===== config.mk =====
export PLATFORM = sky130hd
export DESIGN_NAME = rx_mf_decim
export DESIGN_NICKNAME = d
export VERILOG_FILES = /design/src/rtl/rx_mf_decim.sv
export SDC_FILE = /design/constraint.sdc
export NUM_CORES = 2
export LEC_CHECK = 0
export CAP_MARGIN = 10
export CORE_AREA = 3 3 300 302
export DETAILED_ROUTE_END_ITERATION = 8
export DIE_AREA = 0 0 303 305
export GPL_TIMING_DRIVEN = 1
export PLACE_DENSITY = 0.71
export SLEW_MARGIN = 15
export SYNTH_ARGS = -nofsm -noshare
export SYNTH_HDL_FRONTEND = slang
export SYNTH_SLANG_ARGS = --single-unit

===== constraint.sdc =====
create_clock -name clk -period 54.8 [get_ports clk]
set_input_delay 5.48 -clock clk [delete_from_list [all_inputs] [get_ports clk]]
set_output_delay 5.48 -clock clk [all_outputs]
set_load 0.01 [all_outputs]

===== src/rtl/rx_mf_decim.sv =====
// rx_mf_decim: 21-tap symmetric matched filter, DECIM:1 decimation, Gray 4-ASK slicer; `RX_MF_SAT_EN saturates y instead of wrapping.
// Latency 13 clocks trigger->y_valid; no backpressure, a trigger while busy is dropped and sets sticky overrun.
module rx_mf_decim #(
   parameter int DECIM  = 4,
   parameter int PHASE  = 0,
   parameter int THRESH = 43691
) (
   input  logic        clk,
   input  logic        reset,
   input  logic        sam_en,
   input  logic [17:0] x_in,
   output logic [17:0] y,
   output logic        y_valid,
   output logic [1:0]  sym,
   output logic        overrun
);

   localparam int CW = (DECIM > 1) ? $clog2(DECIM) : 1;
   localparam logic [CW-1:0] PH_LAST = CW'(DECIM - 1);
   localparam logic [CW-1:0] PH_TRIG = CW'(PHASE);
   localparam logic signed [17:0] TH_POS = 18'(THRESH);
   localparam logic signed [17:0] TH_NEG = 18'(-THRESH);

   typedef enum logic [1:0] {IDLE, LOAD, MAC, OUT} state_t;

   state_t             state_q, state_d;
   logic [17:0]        x_q [0:20];
   logic [17:0]        x_d [0:20];
   logic signed [18:0] p_q [0:10];
   logic signed [18:0] p_d [0:10];
   logic [CW-1:0]      ph_q, ph_d;
   logic signed [40:0] acc_q, acc_d;
   logic [3:0]         k_q, k_d;
   logic [17:0]        y_q, y_d;
   logic               y_valid_q, y_valid_d;
   logic [1:0]         sym_q, sym_d;
   logic               ovr_q, ovr_d;

   logic               trig;
   logic signed [17:0] coef;
   logic signed [18:0] p_sel;
   logic signed [36:0] prod;
   logic signed [40:0] acc_rnd;
   logic signed [23:0] r_full;
   logic signed [17:0] r_red;
   logic [1:0]         sym_new;
   logic               unused_bits;

   // Delay line and phase counter run on every sample regardless of FSM state.
   always_comb begin
      for (int i = 0; i < 21; i++) x_d[i] = x_q[i];
      ph_d = ph_q;
      trig = 1'b0;
      if (sam_en) begin
         x_d[0] = x_in;
         for (int i = 1; i < 21; i++) x_d[i] = x_q[i-1];
         ph_d = (ph_q == PH_LAST) ? '0 : ph_q + 1'b1;
         trig = (ph_q == PH_TRIG);
      end
   end

   // Half-length coefficient table; tap k and tap 20-k share b[k].
   always_comb begin
      coef = '0;
      case (k_q)
         4'd0:    coef = 18'sd4095;
         4'd1:    coef = 18'sd5901;
         4'd2:    coef = 18'sd3327;
         4'd3:    coef = -18'sd3449;
         4'd4:    coef = -18'sd10679;
         4'd5:    coef = -18'sd12461;
         4'd6:    coef = -18'sd4028;
         4'd7:    coef = 18'sd14916;
         4'd8:    coef = 18'sd38992;
         4'd9:    coef = 18'sd59145;
         4'd10:   coef = 18'sd66992;
         default: coef = '0;
      endcase
   end

   always_comb begin
      p_sel = (k_q <= 4'd10) ? p_q[k_q] : '0;
      prod  = p_sel * coef;
   end

   always_comb begin
      acc_rnd = acc_q + 41'sd65536;
      r_full  = acc_rnd[40:17];
`ifdef RX_MF_SAT_EN
      if (r_full > 24'sd131071)
         r_red = 18'sh1FFFF;
      else if (r_full < -24'sd131072)
         r_red = 18'sh20000;
      else
         r_red = r_full[17:0];
`else
      r_red = r_full[17:0];
`endif
      unused_bits = ^{acc_rnd[16:0], r_full};
   end

   // Gray-coded 4-ASK: outer positive 10, inner positive 11, inner negative 01, outer negative 00.
   always_comb begin
      if (r_red >= TH_POS)
         sym_new = 2'b10;
      else if (r_red >= 18'sd0)
         sym_new = 2'b11;
      else if (r_red >= TH_NEG)
         sym_new = 2'b01;
      else
         sym_new = 2'b00;
   end

   always_comb begin
      state_d   = state_q;
      p_d       = p_q;
      acc_d     = acc_q;
      k_d       = k_q;
      y_d       = y_q;
      sym_d     = sym_q;
      y_valid_d = 1'b0;
      ovr_d     = ovr_q | (trig && (state_q != IDLE));
      case (state_q)
         IDLE: begin
            if (trig) state_d = LOAD;
         end
         LOAD: begin
            for (int i = 0; i < 10; i++)
               p_d[i] = {x_q[i][17], x_q[i]} + {x_q[20-i][17], x_q[20-i]};
            p_d[10] = {x_q[10][17], x_q[10]};
            acc_d   = '0;
            k_d     = '0;
            state_d = MAC;
         end
         MAC: begin
            acc_d = acc_q + {{4{prod[36]}}, prod};
            k_d   = k_q + 4'd1;
            if (k_q == 4'd10) state_d = OUT;
         end
         OUT: begin
            y_d       = r_red;
            sym_d     = sym_new;
            y_valid_d = 1'b1;
            state_d   = IDLE;
         end
         default: state_d = IDLE;
      endcase
   end

   always_ff @(posedge clk or posedge reset) begin
      if (reset) begin
         for (int i = 0; i < 21; i++) x_q[i] <= '0;
         for (int i = 0; i < 11; i++) p_q[i] <= '0;
         state_q   <= IDLE;
         ph_q      <= '0;
         acc_q     <= '0;
         k_q       <= '0;
         y_q       <= '0;
         y_valid_q <= 1'b0;
         sym_q     <= 2'b11;
         ovr_q     <= 1'b0;
      end else begin
         x_q       <= x_d;
         p_q       <= p_d;
         state_q   <= state_d;
         ph_q      <= ph_d;
         acc_q     <= acc_d;
         k_q       <= k_d;
         y_q       <= y_d;
         y_valid_q <= y_valid_d;
         sym_q     <= sym_d;
         ovr_q     <= ovr_d;
      end
   end

   assign y       = y_q;
   assign y_valid = y_valid_q;
   assign sym     = sym_q;
   assign overrun = ovr_q;

endmodule


After elaboration in Yosys (flattened, before gate mapping)
Memory sizes are Yosys's and may differ from the RTL's.
Cells that the tools add are included.

storage, ports and cells
  flip-flop bits (word level) = 657
  bits in read-only memories = 288
  bits of input ports = 21
  output and inout port bits = 22
  word-level logic and storage cells = 91
  memories = 1

memory list
  memory            depth  bits a word  rd ports  clocked after Yosys merged registers in  write ports  line  text
  (name not given)  16     18           1         0                                        0            65    case (k_q)

cells by class
  $add $sub $neg = 14
  multiply operators = 1
  $lt $le $gt $ge = 5
  eq/ne operators = 7
  multiplexer cells = 15
  bitwise logic cells = 2
  reduce and logical (&&, ||, !) cells = 6

operators with widths
  cell                    count
  $add 18x18->19          10
  $pmux 41 s2             1
  $bmux 19 s4             1
  $mux 19                 3
  $add 41x41->41          1
  $mul 19x18->37          1
  $ge 18x17->1 const B    2
  $add 35x18->35 const B  1
  $ge 18x1->1 const B     1
  $mux 2                  5
  $pmux 2 s4              1
  $pmux 4 s2              1
  $eq 2x2->1 const B      3
  $ge 5x5->1 const B      1
  $not 4->5               1
  $add 4x1->4 const B     1
  $eq 4x4->1 const B      1
  $le 4x4->1 const B      1
  $logic_not 2->1         2
  $ne 2x2->1 const B      2
  $reduce_bool 2->1       2
  $mux 1                  3
  $add 2x1->2 const B     1
  $eq 2x1->1 const B      1
  3 further kinds         3

Depth between registers and ports, before layout
  depth in word-level cells = 8
  gate-level depth with buffers = 41
  gate-level depth less buffers = 38

Worst setup path before layout
OpenSTA, ideal clock, no wires.

  kind = reg2reg
  start point = register k_q[0]
  end point = register acc_q[31]
  setup time = 0.126 ns
  arrival time = 9.241 ns
  data required time = 54.674 ns
  path slack = 45.433 ns
  cell stages (with the launch flop) = 38
  path buffers = 4
  clock period less this slack = 9.367 ns
  cells stage by stage = dfrtp_1 inv_1 buf_1 ha_1 o21ai_1 clkbuf_1 clkbuf_1 o22a_1 clkbuf_1 nor2_1 fa_1 inv_1 fa_1 fa_1 inv_1 fa_1 fa_1 inv_1 [... 2 more ...] ha_1 a21oi_1 a21oi_1 or2_1 a211o_1 a21o_1 a21o_1 xor2_1 ha_1 and3_1 and3_1 nor2b_1 a211o_1 a21oi_1 o211a_1 o31a_1 nor3_1 a221o_1

between the ends
  cells in the longest elaborated chain, start to end = 8
  elaborated cells between the ends (all ways) = 10
  classes of those cells = add/sub: 1; mul: 1; order compare: 1; mux: 5; bitwise: 1; memory: 1

ends and longest elaborated chain
  element                                      line  text
  start, declared                              33    logic [3:0] k_q, k_d;
  start signal, assigned                       168   k_q <= k_d;
  $not 4->5 (implied by the code)              82    p_sel = (k_q <= 4'd10) ? p_q[k_q] : '0;
  $bmux 19 s4                                  82
  $mux 19 (implied by the code) (2 in series)  82
  $mux 19                                      82
  $mul 19x18->37 (*)                           83    prod = p_sel * coef;
  $add 41x41->41 (*)                           136   acc_d = acc_q + {{4{prod[36]}}, prod};
  $pmux 41 s2 (*)                              123   case (state_q)
  end signal, assigned                         156   acc_q <= '0;
  end signal, assigned                         167   acc_q <= acc_d;
  end, declared                                32    logic signed [40:0] acc_q, acc_d;

Mark *: on every way between the ends. The rest lies on a longest branch, timed or not. The select of a mux whose other input is x is not followed.
A chain may end at the register's enable or synchronous reset.

Worst setup path after layout
  start point = register k_q[1]
  end point = register acc_q[31]

The elaborated chain is that of the path after synthesis.

==> tab_implementation.tex <==
\begin{tabular}{lr}
\hline
Metric & Value \\
\hline
\multicolumn{2}{l}{\textbf{Status}} \\
\quad Run status & finished, final reports clean \\
\multicolumn{2}{l}{\textbf{Critical path}} \\
\quad Most used cell along the critical path & fa\_1 \\
\quad Worst endpoint data arrival time & 11.42 ns \\
\quad Startpoint type of the worst setup path & register \\
\quad Slowest CP cell & o21ai\_2 \\
\quad Maximum cell stage delay along the critical path & 0.92 ns \\
\quad CP Capture Type & register \\
\quad Highest net fanout along the worst path & 43 \\
\quad Type of the worst setup path & register to register \\
\quad Data required, critical path & 55.30 ns \\
\multicolumn{2}{l}{\textbf{Yosys}} \\
\quad Ranking of synthesized cells by area & dfrtp\_1 34\%, fa\_1 14\%, mux2\_2 11\% \\
\quad Post-synthesis average cell area & 10.6 um2 \\
\quad Synth unique cells & 85 \\
\quad Share of the synthesized area in the top cell type & 33.8\% \\
\quad Yosys top cell by area & dfrtp\_1 \\
\quad Number of warning messages in the yosys log & 0 \\
\quad Synthesized net count & 5222 \\
\quad Most used standard cell by instance count after synthesis & dfrtp\_1 \\
\quad Number of instances in the synthesized netlist & 4535 \\
\quad Number of synthesized register bits & 651 \\
\quad Primary FF master, synth & dfrtp\_1 \\
\quad Portion of the post-synthesis area used by sequential elements & 33.9\% \\
\quad Count of flip-flops with a built-in enable after synthesis & 0 \\
\quad Fraction of synthesis flops using an asynchronous set or reset pin & 100\% \\
\quad Most frequent cells after synthesis & 649 x dfrtp\_1, 542 x inv\_1, 485 x mux2\_2 \\
\quad Synthesized area & 0.0481 mm2 \\
\multicolumn{2}{l}{\textbf{Floorplan}} \\
\quad Floorplan core area & 0.0880 mm2 \\
\quad Starting Density & 54.6\% \\
\quad Die Width & 303 um \\
\quad Die boundary height & 305 um \\
\quad Count of pins on the block boundary & 43 \\
\quad Die ar. & 0.0924 mm2 \\
\quad Std cell rows & 109 \\
\multicolumn{2}{l}{\textbf{Clocking}} \\
\quad TritonCTS buffer count & 74 \\
\quad Clock tree from TritonCTS & yes \\
\quad \# clock sinks & 651 \\
\quad Clock slew at the register clock pins of the worst setup and hold paths & 0.06 ns \\
\quad Number of levels in the clock H-tree & 3 \\
\quad Number of buffers added to fix hold violations after cts & 0 \\
\quad Post-CTS repair timing setup buffer count & 0 \\
\quad Clock latency reported for the late side of the worst-skew pair & 0.66 ns \\
\quad Cells resized by post-CTS repair & 0 \\
\quad CTS root buf & clkbuf\_16 \\
\quad Number of buffers on the longest clock path & 3 \\
\multicolumn{2}{l}{\textbf{Place}} \\
\quad RePlAce Congestion & 0.932 \\
\quad Post-detail-place hpwl & 89100 um \\
\quad IO buf count & 42 \\
\multicolumn{2}{l}{\textbf{Route}} \\
\quad Drt via density & 5.84 \\
\quad Total wire length & 118000 um \\
\quad Remaining antenna violation count & 0 \\
\quad Initial DRT Pass Iterations & 5 \\
\quad Total vias in the final route & 33600 \\
\quad WL/cell & 20.6 um \\
\quad Residual DRC count & 0 \\
\quad Violation count after the first detailed-routing iteration & 2548 \\
\multicolumn{2}{l}{\textbf{Layout}} \\
\quad Ant. Diodes & 0 \\
\quad Layout cells sized above 1 & 16.7\% \\
\quad Post-synthesis to final-layout area growth & 8.89\% \\
\quad Nets & 5218 \\
\multicolumn{2}{l}{\textbf{STA}} \\
\quad Number of setup violations in the final report & 0 \\
\quad Final max-slew violation count & 0 \\
\quad Worst-case clock skew & 0.0386 ns \\
\quad Achievable frequency & 0.0916 GHz \\
\quad Fin. Hold Viols & 0 \\
\quad Setup TNS Final & 0 ns \\
\quad Tmin final & 10.91 ns \\
\quad Slew at the pin closest to its max-slew limit & 1.27 ns \\
\quad Final cycle utilization of the critical path & 19.9\% \\
\quad Unrepaired setup endpoints after global routing & no \\
\quad Headroom to the max-slew limit & 15.3\% \\
\multicolumn{2}{l}{\textbf{GRT}} \\
\quad GRT overflow & 0 \\
\quad Vias in the first global route & 34400 \\
\quad Antenna violations before repair & 1 \\
\quad Wire length of the first global-routing pass & 190000 um \\
\quad Pin count of the biggest net entering global routing & 176 \\
\quad Gr usage total & 26.0\% \\
\multicolumn{2}{l}{\textbf{Min path}} \\
\quad Class of the most critical hold timing path & register to register \\
\multicolumn{2}{l}{\textbf{Run}} \\
\quad Count of max-cap constraint violations & 0 \\
\hline
\end{tabular}
==> stage by stage <==
stage	hold slack [ns]	utilization, %	setup slack, ns	instances	instance area, um2
global placement	0.458	56.5	44.17	5620	49700
global route	0.492	59.5	42.97	5753	52300
detailed placement	0.466	56.5	43.96	5620	49700
floorplan	0.442	-	31.08	4535	48100
CTS	0.475	59.5	43.88	5753	52300
finish	0.477	59.5	43.89	5753	52300
==> layout by cell type, fill, tap and decap left out, drive strengths merged, types with 56 or more instances in the layout <==
cell / netlist / routed
clkbuf: 130 / 108
ha: 324 / 324
a21o: 56 / 56
mux2: 485 / 485
xnor2: 150 / 150
inv: 543 / 547
a21oi: 233 / 233
nor3: 60 / 60
nor2: 312 / 312
o21ai: 144 / 144
fa: 342 / 342
dfrtp: 649 / 649
o21a: 58 / 58
nand2: 338 / 338
==> cell families after synthesis <==
group / share of synthesized area [%]
AO/OA/AOI/OAI: 11.3
XOR/XNOR: 3.61
adder cells (fa/ha/maj): 22.7
buffers and inverters: 5.64
flip-flops: 33.9
multiplexers: 14.0
AND/OR/NAND/NOR: 8.84
==> cell type report <==
type | count | area [um2]
Inverter | 544 | 2050
Clock inverter | 25 | 448
Multi-Input combinational cell | 3174 | 29100
Timing Repair Buffer | 86 | 768
Fill cell | 7199 | 35600
Clock buffer | 108 | 2220
Sequential cell | 651 | 16300
Tap cell | 1165 | 1460
==> per-layer routing <==
metal / vias up / global-route usage (%) / part of all wire (%) / wire length [um]
met2: 1037 / 43.0 / 48 / 57200
met5: - / 0 / 0.011 / 13
met3: 296 / 3.46 / 5.3 / 6270
met4: 2 / 12.0 / 5.4 / 6410
li1: 15500 / - / - / -
met1: 16800 / 34.0 / 41 / 48600
==> path summary, 6_finish.rpt <==
path | from | to | slack [ns] | depth (start not counted)
min | sym[1]$_DFFE_PP1P_ | sym[1]$_DFFE_PP1P_ | 0.48 | 2
min in group asynchronous | reset | y[17]$_DFFE_PP0P_ | 5.41 | 2
max reg2reg | k_q[1]$_DFFE_PP0P_ | acc_q[31]$_DFFE_PP0P_ | 43.89 | 33
min reg2reg | sym[1]$_DFFE_PP1P_ | sym[1]$_DFFE_PP1P_ | 0.48 | 2
max in group asynchronous | reset | p_q[45]$_DFFE_PP0N_ | 45.32 | 6
max | k_q[1]$_DFFE_PP0P_ | acc_q[31]$_DFFE_PP0P_ | 43.89 | 33
==> critical path, delay by kind of cell (launching register included) <==
kind / cells / cell delay (ns)
AOI/OAI and AO/OA: 11 / 3.94
adders and majority gates: 8 / 3.73
buffers and inverters: 7 / 1.53
DFF: 1 / 0.70
and+or+nand+nor: 6 / 0.68
xor gates and xnor gates: 1 / 0.13
==> registers in the layout, summed over array words and instances, names as in the netlist <==
| name | count |
|---|---|
| x_q | 378 |
| p_q | 208 |
| acc_q | 35 |
| y | 18 |
| k_q | 4 |
| ph_q | 2 |
| state_q | 2 |
| sym | 2 |
| overrun | 1 |
| y_valid | 1 |
Power is left out: the tool's default activity adds up to more than one toggle a clock period on the data nets, which glitch-free logic cannot reach.
